[config.mk]
export PLATFORM = sky130hd
export DESIGN_NAME = instr_fetch_unit
export DESIGN_NICKNAME = d
export VERILOG_FILES = /design/src/rtl/instr_fetch_unit_pkg.sv /design/src/rtl/instr_fetch_unit_fifo.sv /design/src/rtl/instr_fetch_unit.sv
export SDC_FILE = /design/constraint.sdc
export NUM_CORES = 1
export LEC_CHECK = 0
export BUFFER_PORTS_ARGS = -buffer_cell sky130_fd_sc_hd__buf_2
export CAP_MARGIN = 20
export CORE_MARGIN = 3
export CORE_UTILIZATION = 49
export DETAILED_ROUTE_END_ITERATION = 10
export PLACE_DENSITY_LB_ADDON = 0.05
export SETUP_SLACK_MARGIN = 0.05
export SYNTH_ARGS = -nofsm -noshare
export SYNTH_HDL_FRONTEND = slang
export SYNTH_SLANG_ARGS = --single-unit
[constraint.sdc]
create_clock -name clk -period 4.6 [get_ports clk]
set_input_delay 0.69 -clock clk [delete_from_list [all_inputs] [get_ports clk]]
set_output_delay 0.69 -clock clk [all_outputs]
set_load 0.05 [all_outputs]
[src/rtl/instr_fetch_unit_pkg.sv]
// Shared definitions for the instruction fetch stage: FSM encodings and
// default sizing used by the top level and its response FIFO.
package instr_fetch_unit_pkg;

    // Default datapath width and buffered-entry count
    localparam int FETCH_XLEN_DEFAULT = 32;
    localparam int FETCH_FIFO_DEPTH   = 2;

    // Fetch FSM encodings
    localparam logic [0:0] FETCH_ST_FETCH = 1'b0;
    localparam logic [0:0] FETCH_ST_DRAIN = 1'b1;

endpackage

[src/rtl/instr_fetch_unit_fifo.sv]
// Small synchronous FIFO holding {pc, instr} fetch responses. The head entry
// comes straight from the storage registers so decode sees registered data.
// A push while full is only legal alongside a pop; the fetch request logic
// guarantees that, so no overflow protection is needed here.
module fetch_fifo
    import instr_fetch_unit_pkg::*;
#(
    parameter int WIDTH = 2 * FETCH_XLEN_DEFAULT,
    parameter int DEPTH = FETCH_FIFO_DEPTH
) (
    input  logic                   clk,
    input  logic                   rst,
    input  logic                   push,
    input  logic                   pop,
    input  logic                   clear,
    input  logic [WIDTH-1:0]       din,
    output logic [$clog2(DEPTH):0] count,
    output logic [WIDTH-1:0]       head
);

    localparam int PW = $clog2(DEPTH);
    localparam int CW = PW + 1;

    logic [WIDTH-1:0] mem [DEPTH];
    logic [PW-1:0]    wr_ptr;
    logic [PW-1:0]    rd_ptr;
    logic             do_pop;
    logic             do_push;

    // Popping an empty FIFO is ignored; clear wins over any push
    assign do_pop  = pop && (count != '0);
    assign do_push = push && !clear;
    assign head    = mem[rd_ptr];

    // Pointer and occupancy bookkeeping
    always_ff @(posedge clk or posedge rst) begin
        if (rst) begin
            wr_ptr <= '0;
            rd_ptr <= '0;
            count  <= '0;
        end else if (clear) begin
            wr_ptr <= '0;
            rd_ptr <= '0;
            count  <= '0;
        end else begin
            if (do_push) begin
                wr_ptr <= wr_ptr + PW'(1);
            end
            if (do_pop) begin
                rd_ptr <= rd_ptr + PW'(1);
            end
            count <= count + CW'(do_push) - CW'(do_pop);
        end
    end

    // Entry storage, cleared on reset so the presented head reads as zero
    always_ff @(posedge clk or posedge rst) begin
        if (rst) begin
            for (int i = 0; i < DEPTH; i++) begin
                mem[i] <= '0;
            end
        end else if (do_push) begin
            mem[wr_ptr] <= din;
        end
    end

endmodule

[src/rtl/instr_fetch_unit.sv]
// Fetch stage between the program counter and decode. Issues one
// instruction-memory read at a time at the current PC, pulses pc_en when a
// request is granted (or on redirect), buffers responses with their PC and
// hands them to decode over valid/ready. A flush discards everything buffered
// and any response still owed by the memory.
module instr_fetch_unit
    import instr_fetch_unit_pkg::*;
#(
    parameter int XLEN       = FETCH_XLEN_DEFAULT,
    parameter int FIFO_DEPTH = FETCH_FIFO_DEPTH
) (
    input  logic            clk,
    input  logic            rst,
    input  logic [XLEN-1:0] pc,
    output logic            pc_en,
    input  logic            flush,
    output logic            imem_req,
    output logic [XLEN-1:0] imem_addr,
    input  logic            imem_gnt,
    input  logic            imem_rvalid,
    input  logic [XLEN-1:0] imem_rdata,
    output logic            if_valid,
    input  logic            if_ready,
    output logic [XLEN-1:0] if_pc,
    output logic [XLEN-1:0] if_instr
);

    localparam int CW = $clog2(FIFO_DEPTH) + 1;

    logic [0:0]        state;
    logic              outstanding;
    logic [XLEN-1:0]   pc_q;
    logic [CW-1:0]     count;
    logic [CW-1:0]     occupancy;
    logic [2*XLEN-1:0] head;
    logic              has_space;
    logic              grant;
    logic              push;
    logic              pop;

    assign if_valid = (count != '0);
    assign pop      = if_valid && if_ready;
    assign if_pc    = head[2*XLEN-1:XLEN];
    assign if_instr = head[XLEN-1:0];

    // Slots already claimed (buffered plus owed) once this cycle's pop leaves
    assign occupancy = count + CW'(outstanding) - CW'(pop);
    assign has_space = (occupancy < CW'(FIFO_DEPTH));

    // Word-aligned address; request only when a slot is guaranteed for the
    // response and no other response is still pending
    assign imem_addr = {pc[XLEN-1:2], 2'b00};
    assign imem_req  = !rst && (state == FETCH_ST_FETCH) && !flush &&
                       (!outstanding || imem_rvalid) && has_space;
    assign grant     = imem_req && imem_gnt;
    assign pc_en     = !rst && (flush || grant);

    // Responses are kept only in normal operation and never on a redirect
    assign push = (state == FETCH_ST_FETCH) && imem_rvalid && !flush;

    // Track whether a granted request is still waiting for its response
    always_ff @(posedge clk or posedge rst) begin
        if (rst) begin
            outstanding <= 1'b0;
        end else if (grant) begin
            outstanding <= 1'b1;
        end else if (imem_rvalid) begin
            outstanding <= 1'b0;
        end
    end

    // Remember the PC of the granted request to tag its response
    always_ff @(posedge clk) begin
        if (grant) begin
            pc_q <= pc;
        end
    end

    // FETCH/DRAIN control: a flush with a response still owed must swallow it
    always_ff @(posedge clk or posedge rst) begin
        if (rst) begin
            state <= FETCH_ST_FETCH;
        end else begin
            case (state)
                FETCH_ST_FETCH: begin
                    if (flush && outstanding && !imem_rvalid) begin
                        state <= FETCH_ST_DRAIN;
                    end
                end
                FETCH_ST_DRAIN: begin
                    if (imem_rvalid) begin
                        state <= FETCH_ST_FETCH;
                    end
                end
                default: state <= FETCH_ST_FETCH;
            endcase
        end
    end

    fetch_fifo #(
        .WIDTH (2 * XLEN),
        .DEPTH (FIFO_DEPTH)
    ) u_fifo (
        .clk   (clk),
        .rst   (rst),
        .push  (push),
        .pop   (pop),
        .clear (flush),
        .din   ({pc_q, imem_rdata}),
        .count (count),
        .head  (head)
    );

endmodule

==> flow_summary.ini <==
[status]
status = finished clean

[grt]
track_usage_pct = 17.38
grt_first_pass_wirelength_um = 22190
grt_pass1_vias = 4314
grt_overflow = 0
antenna_found_initial = 0
grt_max_degree = 76

[placed_design]
port_buffers = 166
dp_hpwl_um = 9014
place_congestion = 0.7692
placed_cell_area_mm2 = 0.008088

[clock_network]
htreeDepth = 4
numCtsBuffers = 17
post_cts_resized = 0
hold_buffers = 0
cts.sinks = 166
cts_setup_buffers = 0
cts_root_buffer = clkbuf_16
clkTransAtPathRegs_ns = 0.06
cts_tree = done
cts_max_path_buffers = 2
insertion_delay_ns = 0.42

[setup_path]
path_max_fanout = 5
cp_num_buf_inv = 1
worstSetupStartpointType = flip-flop
crit_path_cell_trace = o21a_1, ha_1, xnor2_1, mux2_2, a21boi_0, buf_2
max_stage_delay_ns = 0.44
cpMaxStageDelayCell = mux2_2
arrival_ns = 2.55
crit_required_ns = 3.91
critPathKind = flip-flop to primary output
critPathCaptureType = primary output
cp_top_family = multiplexers

[route]
drc_errors = 0
vias_per_cell = 5.088
wire_per_inst_um = 17.67
routed_wl_um = 13890
final_antenna_net_count = 0
vias = 3999
drtPass1Iterations = 4
drtIter0Drc = 141

[floorplanning]
design.core.area_mm2 = 0.01470
rows = 44
fp.dieArea_mm2 = 0.01672
die_h_um = 129.3
die_w_um = 129.3
start_util_pct = 50.70
io_pins = 169

[logic_synthesis]
synth_warnings = 0
yosys.area.top_type = dfrtp_1
postSynthCellCount = 450
ys_ff_latch = 166
synth_adder_area_share_pct = 0.3358
yosysUniqueCellTypes = 29
ys_seq_area_share_pct = 57.89
yosysTopAreaCellShare_pct = 45.00
post_synth_mux_area_share_pct = 32.19
syn-cell-area_mm2 = 0.007452
synth_top_family_by_area = multiplexers
synth_simple_gate_area_share_pct = 1.377
synth_xor_area_share_pct = 0.5876
synth_area_leaders = dfrtp_1 (45%), mux2_2 (16%), edfxtp_1 (13%)
avgSynthCellArea_um2 = 16.56
synth_compound_area_share_pct = 0.6212

[sta]
hold_viol = 0
worstMarginPinSlew_ns = 0.9633
fin_setup_tns_ns = 0
max_freq_mhz = 308.9
min_period_ns = 3.237
drv_slew = 0
period_share_pct = 70.37
fin_skew_ns = 0.006034
setup_violations = 0
rsz0062_at_grt = no
slew_headroom_pct = 35.78

[pwr]
p_leak_nw = 3.929
finalPower_mw = 6.444
ir_drop_mv = 0.3639
p_per_area_mw_per_mm2 = 741.1

[layout]
antenna_cells = 0
area_delta_synth_final_pct = 16.67
nets = 661
final_area_mm2 = 0.008695
drive_gt1_share_pct = 62.62

[hold_path]
hp-class = input port to flip-flop

[run]
drv_cap = 0
==> worst paths after layout <==
check | from | end | slack, ns | cells past startpoint
setup / recovery | u_fifo.count[1]$_DFF_PP0_ | imem_req | 1.36 | 6
hold / removal | pc[1] | pc_q[1]$_DFFE_PP_ | 0.45 | 1
setup reg to reg | u_fifo.count[1]$_DFF_PP0_ | pc_q[16]$_DFFE_PP_ | 1.69 | 6
hold reg to reg | u_fifo.mem[22]$_DFFE_PP0P_ | u_fifo.mem[22]$_DFFE_PP0P_ | 0.48 | 1
max in group asynchronous | rst | u_fifo.mem[123]$_DFFE_PP0P_ | 2.59 | 4
min in group asynchronous | rst | u_fifo.mem[42]$_DFFE_PP0P_ | 0.54 | 3
==> registers in the layout, summed over array words and instances (netlist names) <==
| name | count |
|---|---|
| u_fifo.mem | 128 |
| pc_q | 32 |
| u_fifo.count | 2 |
| outstanding | 1 |
| state | 1 |
| u_fifo.rd_ptr | 1 |
| u_fifo.wr_ptr | 1 |
==> report_power, final <==
part	switching [mW]	total (mW)	internal (mW)
Sequential	0.287	2.28	2.00
Clock	0.540	1.43	0.891
Combinational	1.72	2.73	1.01
==> final cells by class <==
type | count | area, um2
repair buffers | 173 | 883.3
well taps | 184 | 230.2
fillers | 1147 | 6005
inverters | 4 | 18.77
clock buffers | 25 | 518.0
clock inverters | 7 | 88.84
multi-input cells | 227 | 2640
flip-flops and latches | 166 | 4315
==> cell usage after synthesis, drive strengths merged <==
master	number
mux2	193
dfrtp	134
buf	52
edfxtp	32
a21oi	4
inv	4
nor2	4
nor2b	4
xnor2	4
nand2	3
clkbuf	2
ha	2
a21boi	1
and2	1
and2b	1
conb	1
nand3b	1
nor3	1
nor3b	1
o21a	1
o21ai	1
o22ai	1
or2	1
xor2	1
==> per-layer routing <==
metal | vias to the layer above | global-route usage, % | part of all wire, %
li1 | 1848 | - | -
met1 | 2019 | 22.26 | 44
met2 | 113 | 28.08 | 48
met3 | 19 | 5.400 | 5.7
met4 | 0 | 6.238 | 1.9
met5 | - | 0 | 0
==> placed cells by master, fill, tap and decap left out <==
master        n
clkbuf_16    19
nor3b_4       1
o21a_1        1
and2_4        1
nor2b_1       4
clkbuf_1      4
and2b_4       1
edfxtp_1     32
nand2_1       3
xor2_1        1
nor2_1        4
or2_2         1
inv_4         1
nand3b_1      1
dfrtp_1     133
o21ai_0       1
clkinv_2      3
inv_1         3
buf_2       166
clkbuf_8      2
o22ai_1       1
xnor2_1       4
nor3_1        1
a21boi_0      1
a21oi_4       1
a21oi_1       3
dfrtp_2       1
buf_4         7
clkinvlp_4    2
ha_1          2
mux2_2      109
bufinv_16     2
mux2_1       24
conb_1        2
mux2_4       60
==> metrics by stage <==
step           utilization, %  hold WS (ns)  worst slack, ns  instances
4_1_cts                 59.15        0.4248            1.327        786
3_5_place_dp            55.02        0.4730            1.334        754
6_report                59.15        0.4523            1.363        786
2_1_floorplan               -        0.4522           0.7345        451
3_3_place_gp            55.02        0.4607            1.433        754
5_1_grt                 59.15        0.4305            1.216        786
==> cell families after synthesis <==
group	Yosys count
AND/OR/NAND/NOR	17
XOR/XNOR	5
buffers and inverters	58
multiplexers	193
other	1
flip-flops	166
AO/OA/AOI/OAI	8
adder cells (fa/ha/maj)	2
(Power assumes the default switching activity.)
